[config.mk]
export PLATFORM = sky130hd
export DESIGN_NAME = alu_sequencer
export DESIGN_NICKNAME = d
export VERILOG_FILES = /design/src/rtl/alu_sequencer_pkg.sv /design/src/rtl/alu_sequencer_regfile.sv /design/src/rtl/alu_sequencer.sv
export SDC_FILE = /design/constraint.sdc
export NUM_CORES = 1
export LEC_CHECK = 0
export ABC_AREA = 1
export CAP_MARGIN = 40
export CORE_MARGIN = 2
export CORE_UTILIZATION = 44
export DETAILED_ROUTE_END_ITERATION = 8
export PLACE_DENSITY = 0.75
export SYNTH_ARGS = -nofsm -noshare
export SYNTH_HDL_FRONTEND = slang
export SYNTH_SLANG_ARGS = --single-unit
[constraint.sdc]
create_clock -name clk -period 1.32 [get_ports clk]
set_input_delay 0.132 -clock clk [delete_from_list [all_inputs] [get_ports clk]]
set_output_delay 0.132 -clock clk [all_outputs]
set_load 0.05 [all_outputs]
[src/rtl/alu_sequencer_pkg.sv]
// Shared encodings for the alu sequencer: FSM states, alu function-select codes,
// and the flag-vector packing used by both the sequencer and the alu control decoder.
package alu_sequencer_pkg;

   localparam int DW = 4;

   typedef enum logic [1:0] {
      ST_IDLE = 2'd0,
      ST_EXEC = 2'd1,
      ST_RESP = 2'd2
   } seq_state_t;

   localparam logic [2:0] FS_ADD = 3'b000;
   localparam logic [2:0] FS_SUB = 3'b001;

   function automatic logic [3:0] pack_flags(input logic c, input logic v,
                                             input logic n, input logic z);
      return {c, v, n, z};
   endfunction

endpackage

[src/rtl/alu_sequencer_regfile.sv]
// Register file for the alu sequencer: NREGS x 4 bits, two asynchronous read ports,
// one synchronous write port, cleared by synchronous reset.
module seq_regfile
   import alu_sequencer_pkg::*;
#(
   parameter int NREGS = 4,
   parameter int AW    = 2
) (
   input  logic          clk,
   input  logic          reset,
   input  logic [AW-1:0] i_raddr_a,
   output logic [DW-1:0] o_rdata_a,
   input  logic [AW-1:0] i_raddr_b,
   output logic [DW-1:0] o_rdata_b,
   input  logic          i_we,
   input  logic [AW-1:0] i_waddr,
   input  logic [DW-1:0] i_wdata
);

   logic [DW-1:0] r_regs [NREGS];

   always_ff @(posedge clk) begin
      if (reset) begin
         for (int i = 0; i < NREGS; i++) begin
            r_regs[i] <= '0;
         end
      end else if (i_we) begin
         r_regs[i_waddr] <= i_wdata;
      end
   end

   assign o_rdata_a = r_regs[i_raddr_a];
   assign o_rdata_b = r_regs[i_raddr_b];

endmodule

[src/rtl/alu_sequencer.sv]
// Command-driven front end for the 4-bit alu: reads operands from the register file,
// drives registered A/B/FS to the alu, writes Y back and returns a response with flags.
module alu_sequencer
   import alu_sequencer_pkg::*;
#(
   parameter int NREGS = 4,
   parameter int AW    = 2
) (
   input  logic          clk,
   input  logic          reset,
   input  logic          cmd_valid,
   output logic          cmd_ready,
   input  logic          cmd_load,
   input  logic [2:0]    cmd_fs,
   input  logic [AW-1:0] cmd_rd,
   input  logic [AW-1:0] cmd_ra,
   input  logic [AW-1:0] cmd_rb,
   input  logic [3:0]    cmd_imm,
   output logic          rsp_valid,
   input  logic          rsp_ready,
   output logic [3:0]    rsp_data,
   output logic [3:0]    rsp_flags,
   output logic [3:0]    alu_a,
   output logic [3:0]    alu_b,
   output logic [2:0]    alu_fs,
   input  logic [3:0]    alu_y,
   input  logic          alu_c,
   input  logic          alu_v,
   input  logic          alu_n,
   input  logic          alu_z,
   output logic [3:0]    flags
);

   seq_state_t    r_state;
   seq_state_t    w_next;
   logic [AW-1:0] r_rd;
   logic [3:0]    r_alu_a;
   logic [3:0]    r_alu_b;
   logic [2:0]    r_alu_fs;
   logic [3:0]    r_rsp_data;
   logic [3:0]    r_rsp_flags;
   logic [3:0]    r_flags;

   logic          w_accept;
   logic          w_cmd_ready;
   logic          w_rsp_valid;
   logic          w_we;
   logic [AW-1:0] w_waddr;
   logic [3:0]    w_wdata;
   logic [3:0]    w_rdata_a;
   logic [3:0]    w_rdata_b;
   logic [3:0]    w_alu_flags;

   seq_regfile #(
      .NREGS (NREGS),
      .AW    (AW)
   ) u_regfile (
      .clk       (clk),
      .reset     (reset),
      .i_raddr_a (cmd_ra),
      .o_rdata_a (w_rdata_a),
      .i_raddr_b (cmd_rb),
      .o_rdata_b (w_rdata_b),
      .i_we      (w_we),
      .i_waddr   (w_waddr),
      .i_wdata   (w_wdata)
   );

   assign w_alu_flags = pack_flags(alu_c, alu_v, alu_n, alu_z);

   always_ff @(posedge clk) begin
      if (reset) begin
         r_state <= ST_IDLE;
      end else begin
         r_state <= w_next;
      end
   end

   // Loads write the register file at the accept edge; alu ops write at the close of EXEC.
   always_comb begin
      w_next      = r_state;
      w_accept    = 1'b0;
      w_cmd_ready = 1'b0;
      w_rsp_valid = 1'b0;
      w_we        = 1'b0;
      w_waddr     = r_rd;
      w_wdata     = alu_y;
      case (r_state)
         ST_IDLE: begin
            w_cmd_ready = 1'b1;
            if (cmd_valid) begin
               w_accept = 1'b1;
               if (cmd_load) begin
                  w_we    = 1'b1;
                  w_waddr = cmd_rd;
                  w_wdata = cmd_imm;
                  w_next  = ST_RESP;
               end else begin
                  w_next = ST_EXEC;
               end
            end
         end
         ST_EXEC: begin
            w_we   = 1'b1;
            w_next = ST_RESP;
         end
         ST_RESP: begin
            w_rsp_valid = 1'b1;
            if (rsp_ready) begin
               w_next = ST_IDLE;
            end
         end
         default: begin
            w_next = ST_IDLE;
         end
      endcase
   end

   always_ff @(posedge clk) begin
      if (reset) begin
         r_rd        <= '0;
         r_alu_a     <= '0;
         r_alu_b     <= '0;
         r_alu_fs    <= '0;
         r_rsp_data  <= '0;
         r_rsp_flags <= '0;
         r_flags     <= '0;
      end else begin
         if (w_accept && cmd_load) begin
            r_rsp_data  <= cmd_imm;
            r_rsp_flags <= '0;
         end else if (w_accept) begin
            // Operands sampled here, so rd aliasing ra/rb sees the pre-op value.
            r_alu_a  <= w_rdata_a;
            r_alu_b  <= w_rdata_b;
            r_alu_fs <= cmd_fs;
            r_rd     <= cmd_rd;
         end
         if (r_state == ST_EXEC) begin
            r_rsp_data  <= alu_y;
            r_rsp_flags <= w_alu_flags;
            r_flags     <= w_alu_flags;
         end
      end
   end

   assign cmd_ready = w_cmd_ready;
   assign rsp_valid = w_rsp_valid;
   assign rsp_data  = r_rsp_data;
   assign rsp_flags = r_rsp_flags;
   assign alu_a     = r_alu_a;
   assign alu_b     = r_alu_b;
   assign alu_fs    = r_alu_fs;
   assign flags     = r_flags;

endmodule

Word level (Yosys, flattened, before mapping):

Memories as Yosys holds them, arrays and structs flattened. A register that Yosys moved wholly into a read port is not among the register bits.
Index checks and enable logic that the tools add are counted.

* memories kept: 1
* flip-flop bits (word level): 19
* bits in writable memories: 16
* output and inout port bits: 25
* logic and storage cells: 47
* bits of input ports: 26

Memories
* u_regfile.r_regs: words 4, bits a word 4, rd ports 2, clocked after Yosys merged registers in 2, write ports 4, line alu_sequencer_regfile.sv:20 `logic [DW-1:0] r_regs [NREGS];`

* equal/unequal tests: 4
* bitwise operators: 1
* reductions and logical operators: 6
* muxes and demuxes: 29

Operators by type and width (count)
* $mux W4: 8
* $mux W2: 7
* $mux W1: 12
* $pmux W2 S3: 1
* $ne A2 B2 Y1 const B: 2
* $reduce_and A2 Y1: 2
* $reduce_or A4 Y1: 1
* $eq A2 B1 Y1 const B: 1
* $eq A2 B2 Y1 const B: 1
* $logic_not A2 Y1: 1
* $pmux W1 S2: 1
* $reduce_bool A2 Y1: 1
* $logic_and A1 B1 Y1: 1
* $not A1 Y1: 1

Longest topological paths before layout:

* depth after elaboration: 8
* mapped depth: 8
* mapped depth without buffers: 8

Hierarchy:

Synthesis repeated with hierarchy kept, for this count alone.

* cell total of the unflattened synthesis: 281
* area total of the unflattened synthesis: 2073.2 um^2

By module, submodules not included
* alu_sequencer: area each 1119.8 um^2, cells each 153, instances 1, seq. area each 540.5 um^2
* seq_regfile: area each 953.4 um^2, cells each 128, instances 1, seq. area each 480.5 um^2

Worst setup path after synthesis:

No wires, ideal clock.

* kind: register to register
* from: reg r_state[0]
* to: mem u_regfile.r_regs[0][0] (enable)
* arrival: 1259 ps
* period minus slack after synthesis: 1566 ps
* path buffers: 0
* cell stages (with the launch flop): 6
* slack: -246 ps
* data required time: 1012 ps
* setup time: 308 ps
* cell sequence: dfxtp_1 > nor2_4 > nand3_1 > nand2_1 > nand3_2 > nand2_1

RTL lines
* start: declaration: line alu_sequencer.sv:34 `seq_state_t r_state;`
* start signal: assignment: line alu_sequencer.sv:75 `r_state <= w_next;`
* end: declaration: line alu_sequencer_regfile.sv:20

==> results.env <==
MAXCAPVIOLATIONS=0
FINAL_ROUTED_WIRELENGTH_ACROSS_ALL_METAL_LAYERS_MM=4.962
CLOCK_SINK_COUNT=43
MAX_FREQ_MHz=723.8
GLOBAL_ROUTE.OVERFLOW_TOTAL=0
SYNTHXORXNORAREAFRAC_PCT=0
FINAL_WS_SETUP_NS=-0.06160
SYNTH_AREA_MM2=0.002125
CRITICAL_PATH.MAX_FANOUT=6
POWER_PER_CELL_AREA_mW_PER_MM2=1046
DETAILROUTE.VIA_COUNT=1914
PLACE.GP.CONGESTION=0.7916
FINAL.SETUP_SKEW_NS=0.007234
LARGEST_FAMILY_OF_LOGIC_CELLS_BY_SYNTHESIZED_AREA='simple AND/OR/NAND/NOR gates'
SYNTH_EDF_COUNT=16
INSERTEDDIODECOUNT=0
DIE-HEIGHT_UM=73.49
CLOCK_LATENCY_NS=0.29
GROUTE.LAYER.MET3.USAGE_PCT=5.761
POSTSYNTH.ASYNCRESETSHARE_PCT=0
ROUTE.DETAILED.VIAS_PER_INST=4.959
IRDROPWORSTVDD_mV=0.7662
RUN_STATUS='finished with violations'
SLOWEST_DELAY_NS=0.37
DRT_ITER0_MARKERS=90
TIMING.CRITICAL_PATH.FROM_TYPE='register'
HTREE_LEVELS=2
CTS.PATH.MAX_BUFFERS=2
ENDPOINT_KIND='register'
FP.DIEAREA_MM2=0.005400
CELL_CLASS_CONTRIBUTING_THE_BIGGEST_SHARE_OF_WORST_PATH_DELAY='simple AND/OR/NAND/NOR gates'
PATH_COMMON_CELL='sky130_fd_sc_hd__nand2_4'
SYN-INSTANCE-COUNT=267
TIMING.CRITICAL_PATH.CELLS='nor2_4 -> nand3_1 -> nand2_4 -> nand3_4 -> nand2_4'
CRITICALPATHCATEGORY='register to register'
PLACEMENTROWS=25
GRT_BUSIEST_LAYER='met2'
GLOBAL_ROUTING_MET1_RESOURCE_UTILIZATION_PCT=21.62
PLACEMENT.IO_BUFFERS=50
RSZ0062_AT_GRT='true'
SYNTH_SEQUENTIAL_AREA_RATIO_PCT=48.06
ROUTE.DETAILED.DRC=0
FINALCRITICALPERIOD_NS=1.382
DETAIL_ROUTE.WL_PER_CELL_UM=12.85
PLACEMENT.SETUP.WORST_SLACK_NS=-0.3637
GRT_PASS1_VIAS=1869
DRT_PASS1_ITERATIONS=4
IO_PINS=51
VIOLATED_CHECKS='setup timing'
POWER_LEAKAGE_uW=0.001401
FINALHOLDWORSTSLACK_NS=0.4084
INITIAL_CORE_UTILIZATION_PCT=45.28
TIMING.HOLD.WORST.CLASS='input pin to register'
NUM-NETS-FINAL=357
WORST_PATH_MAX_DELAY_CELL='sky130_fd_sc_hd__dfxtp_4'
YS_FF_LATCH=43
FILL_CELLS=348
CLK_ROOT_BUFFER_CELL='sky130_fd_sc_hd__clkbuf_8'
CLK_PIN_SLEW_WORST_PATHS_NS=0.08
YS_TYPES=24
SYNTH.AVG_CELL_AREA_UM2=7.957
DIE_W_UM=73.49
GRT.TOTAL_USAGE_PCT=18.63
CTS_HOLD_BUFFERS=0
USE_MET2_PCT=31.55
DPL-INSTANCE-AREA_MM2=0.002933
TIMING.FINAL.CRIT_SHARE_PCT=104.7
WORSTPATHARRIVAL_NS=1.40
STDCELL_AREA_MM2=0.003223
CRITICAL_PATH.N_BUFFERS_INVERTERS=0
FLOW.AREA_GROWTH_FROM_SYNTHESIS_PCT=51.71
ROUTE.ANTENNA.REMAINING_NETS=0
GRT_MAX_DEGREE=22
POSTSYNTHNETCOUNT=293
CRITICAL_PATH_DATA_REQUIRED_TIME_NS=1.34
MAX_SLEW_MARGIN_PCT=80.40
CORE-AREA_MM2=0.004692
TIGHTEST_SLEW_NS=0.2930
SYNTH.AREA.MUX_SHARE_PCT=0
HPWLAFTERDP_MM=3.428
FINAL_MAX_SLEW_VIOL_COUNT=0
SYNTH-COMPOUND-AREA-SHARE_PCT=12.49
TOTAL_CHIP_POWER_uW=3371
SYNTHSIMPLEGATEAREAFRAC_PCT=26.03
DOMINANTREGCELLSYNTH='sky130_fd_sc_hd__dfxtp_1'
YS.WARNINGS.COUNT=0
TNS_NS=-0.5871
LAYOUT_CELL_SHARE_WITH_DRIVE_STRENGTH_BEYOND_1_PCT=26.81
GRT_PASS1_WL_MM=7.817
CTS_TREE='yes'
FINAL-SETUP-VIOL-COUNT=18
NUMBER_OF_ANTENNA_VIOLATIONS_AT_THE_FIRST_CHECK_IN_GLOBAL_ROUTING=0
FINAL_HOLD_VIOL_COUNT=0
SHARE_OF_SYNTHESIZED_CELL_AREA_IN_FULL_ADDER_HALF_ADDER_AND_MAJORITY_CELLS_PCT=0
CTS_INSERTED_BUFFERS=5
==> placed cells by master, fill, tap and decap left out <==
| cell type | n |
|---|---|
| sky130_fd_sc_hd__o21ai_0 | 14 |
| sky130_fd_sc_hd__o211ai_2 | 1 |
| sky130_fd_sc_hd__clkbuf_8 | 5 |
| sky130_fd_sc_hd__clkdlybuf4s50_1 | 25 |
| sky130_fd_sc_hd__clkinv_8 | 1 |
| sky130_fd_sc_hd__nand3_4 | 3 |
| sky130_fd_sc_hd__nor2_4 | 3 |
| sky130_fd_sc_hd__nand2_1 | 42 |
| sky130_fd_sc_hd__nor2_1 | 38 |
| sky130_fd_sc_hd__buf_4 | 14 |
| sky130_fd_sc_hd__inv_4 | 3 |
| sky130_fd_sc_hd__nand3_1 | 14 |
| sky130_fd_sc_hd__nand2_4 | 12 |
| sky130_fd_sc_hd__edfxtp_1 | 16 |
| sky130_fd_sc_hd__o211ai_1 | 7 |
| sky130_fd_sc_hd__nor3_1 | 1 |
| sky130_fd_sc_hd__nor2_2 | 2 |
| sky130_fd_sc_hd__dfxtp_4 | 2 |
| sky130_fd_sc_hd__nand2_2 | 13 |
| sky130_fd_sc_hd__dfxtp_1 | 25 |
| sky130_fd_sc_hd__a21oi_1 | 26 |
| sky130_fd_sc_hd__inv_1 | 33 |
| sky130_fd_sc_hd__buf_12 | 26 |
| sky130_fd_sc_hd__buf_6 | 2 |
| sky130_fd_sc_hd__clkinvlp_4 | 1 |
| sky130_fd_sc_hd__bufinv_16 | 1 |
| sky130_fd_sc_hd__clkbuf_1 | 2 |
==> cells in the mapped netlist (2+ instances only) <==
cell type,number,share of area [%]
sky130_fd_sc_hd__o211ai_1,7,2.5
sky130_fd_sc_hd__clkbuf_1,4,0.71
sky130_fd_sc_hd__clkbuf_8,2,1.3
sky130_fd_sc_hd__inv_1,35,6.2
sky130_fd_sc_hd__nand3_2,3,1.4
sky130_fd_sc_hd__nand2_4,3,1.6
sky130_fd_sc_hd__nor2_1,41,7.2
sky130_fd_sc_hd__edfxtp_1,16,23
sky130_fd_sc_hd__bufbuf_16,2,3.1
sky130_fd_sc_hd__nand2_1,63,11
sky130_fd_sc_hd__o21ai_0,14,3.3
sky130_fd_sc_hd__dfxtp_1,27,25
sky130_fd_sc_hd__nand3_1,14,3.3
sky130_fd_sc_hd__a21oi_1,26,6.1
==> area by class of cell <==
class / instances / area [µm²] / share of cell area (%)
flip-flops and latches: 43 / 1028 / 31.91
multi-input cells: 176 / 955.9 / 29.66
repair buffers: 67 / 898.4 / 27.87
inverters: 38 / 166.4 / 5.163
clock buffers: 7 / 76.32 / 2.368
well taps: 54 / 67.56 / 2.096
clock inverters: 1 / 30.03 / 0.9317
==> cells by family (layout without fill, tap and decap cells) <==
kind of cell / after synthesis / in the layout
simple gates: 128 / 128
compound gates: 48 / 48
buf+inv: 48 / 113
flops: 43 / 43
==> path summary, 6_finish.rpt <==
path,cells after the start,slack [ns],from,end
max,5,-0.06,r_state[0],u_regfile.r_regs[2][0]
min,3,0.41,alu_n,flags[1]
max reg2reg,5,-0.06,r_state[0],u_regfile.r_regs[2][0]
min reg2reg,2,0.50,flags[2],flags[2]
==> where the power goes <==
part	internal (µW)	switching [µW]	leakage, µW
logic	391	468	0.000961
clock network	566	437	0.0000524
registers	1450	61.1	0.000388
==> layer usage <==
metal / vias up / share of wire [%] / wire length (µm)
met5: - / 0 / 0
met4: 0 / 2.4 / 121
met3: 11 / 6.1 / 302
met2: 55 / 50 / 2492
met1: 870 / 41 / 2047
li1: 978 / - / -
==> flip-flops by register name (all words and copies together), names as in the netlist <==
register,flops
u_regfile.r_regs,16
alu_a,4
alu_b,4
flags,4
rsp_data,4
rsp_flags,4
alu_fs,3
r_rd,2
r_state,2
==> worst reg2reg max path, stage by stage (launching register included) <==
cell and delay, ns:
sky130_fd_sc_hd__dfxtp_4 0.37, sky130_fd_sc_hd__nor2_4 0.21, sky130_fd_sc_hd__nand3_1 0.17, sky130_fd_sc_hd__nand2_4 0.13, sky130_fd_sc_hd__nand3_4 0.13, sky130_fd_sc_hd__nand2_4 0.11
==> timing repair <==
action,in CTS,in global routing
buffers inserted,1,3
setup endpoints to repair,31,42
pin swaps,2,7
resized for setup,10,32
==> per-stage QoR <==
stage | utilization, % | cells
finish | 68.69 | 386
global route | 68.69 | 386
CTS | 65.60 | 384
detailed placement | 62.51 | 375
global placement | 62.51 | 375
floorplan | - | 267
(Power assumes the default switching activity.)
==> RTL change (same settings) <==
`NREGS` is set to 4 in 2 places; all go to 16. Comments in the files are not updated.
--- a/src/rtl/alu_sequencer_regfile.sv
+++ b/src/rtl/alu_sequencer_regfile.sv
@@ -5,3 +5,3 @@
 #(
-   parameter int NREGS = 4,
+   parameter int NREGS = 16,
    parameter int AW    = 2
--- a/src/rtl/alu_sequencer.sv
+++ b/src/rtl/alu_sequencer.sv
@@ -5,3 +5,3 @@
 #(
-   parameter int NREGS = 4,
+   parameter int NREGS = 16,
    parameter int AW    = 2
Behaviour: no difference found for any inputs over 4 cycles, from zero or initial values and one cycle with reset high; that may be too few to reach the edited logic, so the function may still have changed.
==> RTL change against the unedited design <==
Die area fell by 1.3%. Power fell by 0.17%. Non-clock buffer count shrank 5. Sequential power barely moved. Routed wire length shrank 7.2%. Sequential cell count unchanged. Global-route usage fell by 0.81 points. Setup slack better by 0.067 ns. First-iteration DRC count is 32% lower. Area after synthesis shrank 1.4%. Largest cell class unchanged. Design area is 0.16% lower. Utilization increased by 0.35 points. Clock skew down 0.0016 ns.
==> RTL change: results (changes against the unedited design) <==
worst hold-check path type=primary input to flop; pin count of the biggest net entering global routing=23 (+4.5%); CTS Root Cell=clkbuf_8; Fin Clk Skew=0.00563 ns (-0.00161 ns); Hold Path Depth=3 (unchanged); Leak Pwr=1.36 nW (-3.0%); grt met3 use=0.0884 (+0.0308); synth cell count leaders=nand2_1, nor2_1, inv_1; Filler Cell Count=336 (-3.4%); sequential element share of the synthesized area=0.487 (+0.00660); All-Layer GR Usage=0.178 (-0.00805); port bufs=50 (unchanged); GRT met1 Usage=0.182 (-0.0341); clock latency on the worst-skew pair=0.29 ns (about the same); hold_sp=alu_v; Mapped Nets=286 (-2.4%); routability congestion estimate=0.773 (-2.3%); Pre-antenna DRT Iters=4 (unchanged); synth top area cells=dfxtp_1, edfxtp_1, nand2_1; status=finished, final reports clean; Clock transition at path regs=0.08 ns (about the same); initial antenna violation count=0 (unchanged); reg2reg end=u_regfile.r_regs[0][1]$_SDFFCE_PN0P_; pre-CTS setup slack=-0.319 ns (+0.0447 ns); DP Area=0.00300 mm2 (+2.1%); postcts setup bufs=0 (-1); Warnings, synthesis=0 (unchanged); worst r2r src=r_state[0]$_SDFFE_PP0P_; VDD IR max=0.735 mV (-4.0%); number of flip-flops in the largest register=16 (unchanged); global-route wire length before repair=7230 um (-7.5%); post-synth cell types=25 (+4.2%); hold endpoint=flags[2]$_SDFFE_PP0N_; DR iter-0 viols=61 (-32%); FF-to-FF setup slack=0.005 ns (+0.07 ns); Final nets=347 (-2.8%); critical path arrival=1.32 ns (-0.08 ns); total number of vias=1842 (-3.8%); Clock Tree Buf Depth=2 (unchanged); M2 GR Usage=0.306 (-0.00917); drt wl/cell=12.2 um (-4.7%); Antenna Cells=0 (unchanged); vias in the first global route=1684 (-9.9%); layout cell share with drive strength beyond 1=0.276 (+0.00833); Final HPWL DP=3400 um (-0.89%); Relative slew margins=0.742 (-0.0624)
==> RTL change: changes by cell type after synthesis, sizes merged, moves of 2 or more <==
cell,delta
nand2,-3
o21ai,-5
bufbuf,-2
o211ai,+8
clkbuf,-2
nor2,+5
nand3,-2
a21oi,-7
buf,+3
==> RTL change: power breakdown <==
part | internal, mW | switching, mW | total (mW)
sequential | 1.45 | 0.0596 | 1.51
clock | 0.566 | 0.439 | 1.01
combinational | 0.390 | 0.463 | 0.853
total | 2.40 | 0.962 | 3.37
==> RTL change: cells by family after synthesis <==
group                  synth area share
AND/OR/NAND/NOR                   0.288
AO/OA/AOI/OAI                     0.128
buffers and inverters            0.0967
flip-flops                        0.487
==> RTL change: per-stage QoR <==
step / instances / util / hold WS (ns)
floorplan: 260 / - / 0.280
global placement: 367 / 0.643 / 0.468
detailed placement: 367 / 0.643 / 0.465
CTS: 375 / 0.666 / 0.409
global route: 376 / 0.690 / 0.433
finish: 376 / 0.690 / 0.422
==> RTL change: worst max-delay path: stages (launching register included) <==
cell	delay [ns]
dfxtp_2	0.36
nor2_4	0.19
nand3b_1	0.12
nand2_2	0.13
nand3_4	0.12
nand2_4	0.10
==> RTL change: routing by layer <==
layer | vias to the layer above | wire length [um] | part of all wire
met3 | 16 | 409 | 0.089
li1 | 954 | - | -
met2 | 57 | 2340 | 0.51
met5 | - | 0 | 0
met1 | 815 | 1700 | 0.37
met4 | 0 | 150 | 0.033
==> RTL change: cell type report <==
| type | instances | area share |
|---|---|---|
| Sequential cell | 43 | 0.319 |
| Multi-Input combinational cell | 172 | 0.301 |
| Timing Repair Buffer | 62 | 0.278 |
| Inverter | 37 | 0.0478 |
| Clock buffer | 7 | 0.0237 |
| Tap cell | 54 | 0.0210 |
| Clock inverter | 1 | 0.00933 |
==> RTL change: worst max-delay path by stage <==
stage,slack (ns),to,from
2_1_floorplan,-0.14,u_regfile.r_regs[1][0]$_SDFFCE_PN0P_,r_state[1]$_SDFFE_PP0P_
5_1_grt,-0.09,u_regfile.r_regs[1][1]$_SDFFCE_PN0P_,r_state[0]$_SDFFE_PP0P_
3_3_place_gp,-0.27,u_regfile.r_regs[0][3]$_SDFFCE_PN0P_,cmd_valid
4_1_cts,0.01,u_regfile.r_regs[0][1]$_SDFFCE_PN0P_,r_state[1]$_SDFFE_PP0P_
3_5_place_dp,-0.32,u_regfile.r_regs[0][1]$_SDFFCE_PN0P_,cmd_valid
6_report,0.005,u_regfile.r_regs[0][1]$_SDFFCE_PN0P_,r_state[0]$_SDFFE_PP0P_
==> RTL change: timing repair <==
action                                  in CTS  in global routing
endpoints found under the setup margin       4                 39
gates resized for setup                      1                 24
gates cloned                                 0                  1
pin swaps                                    0                  4
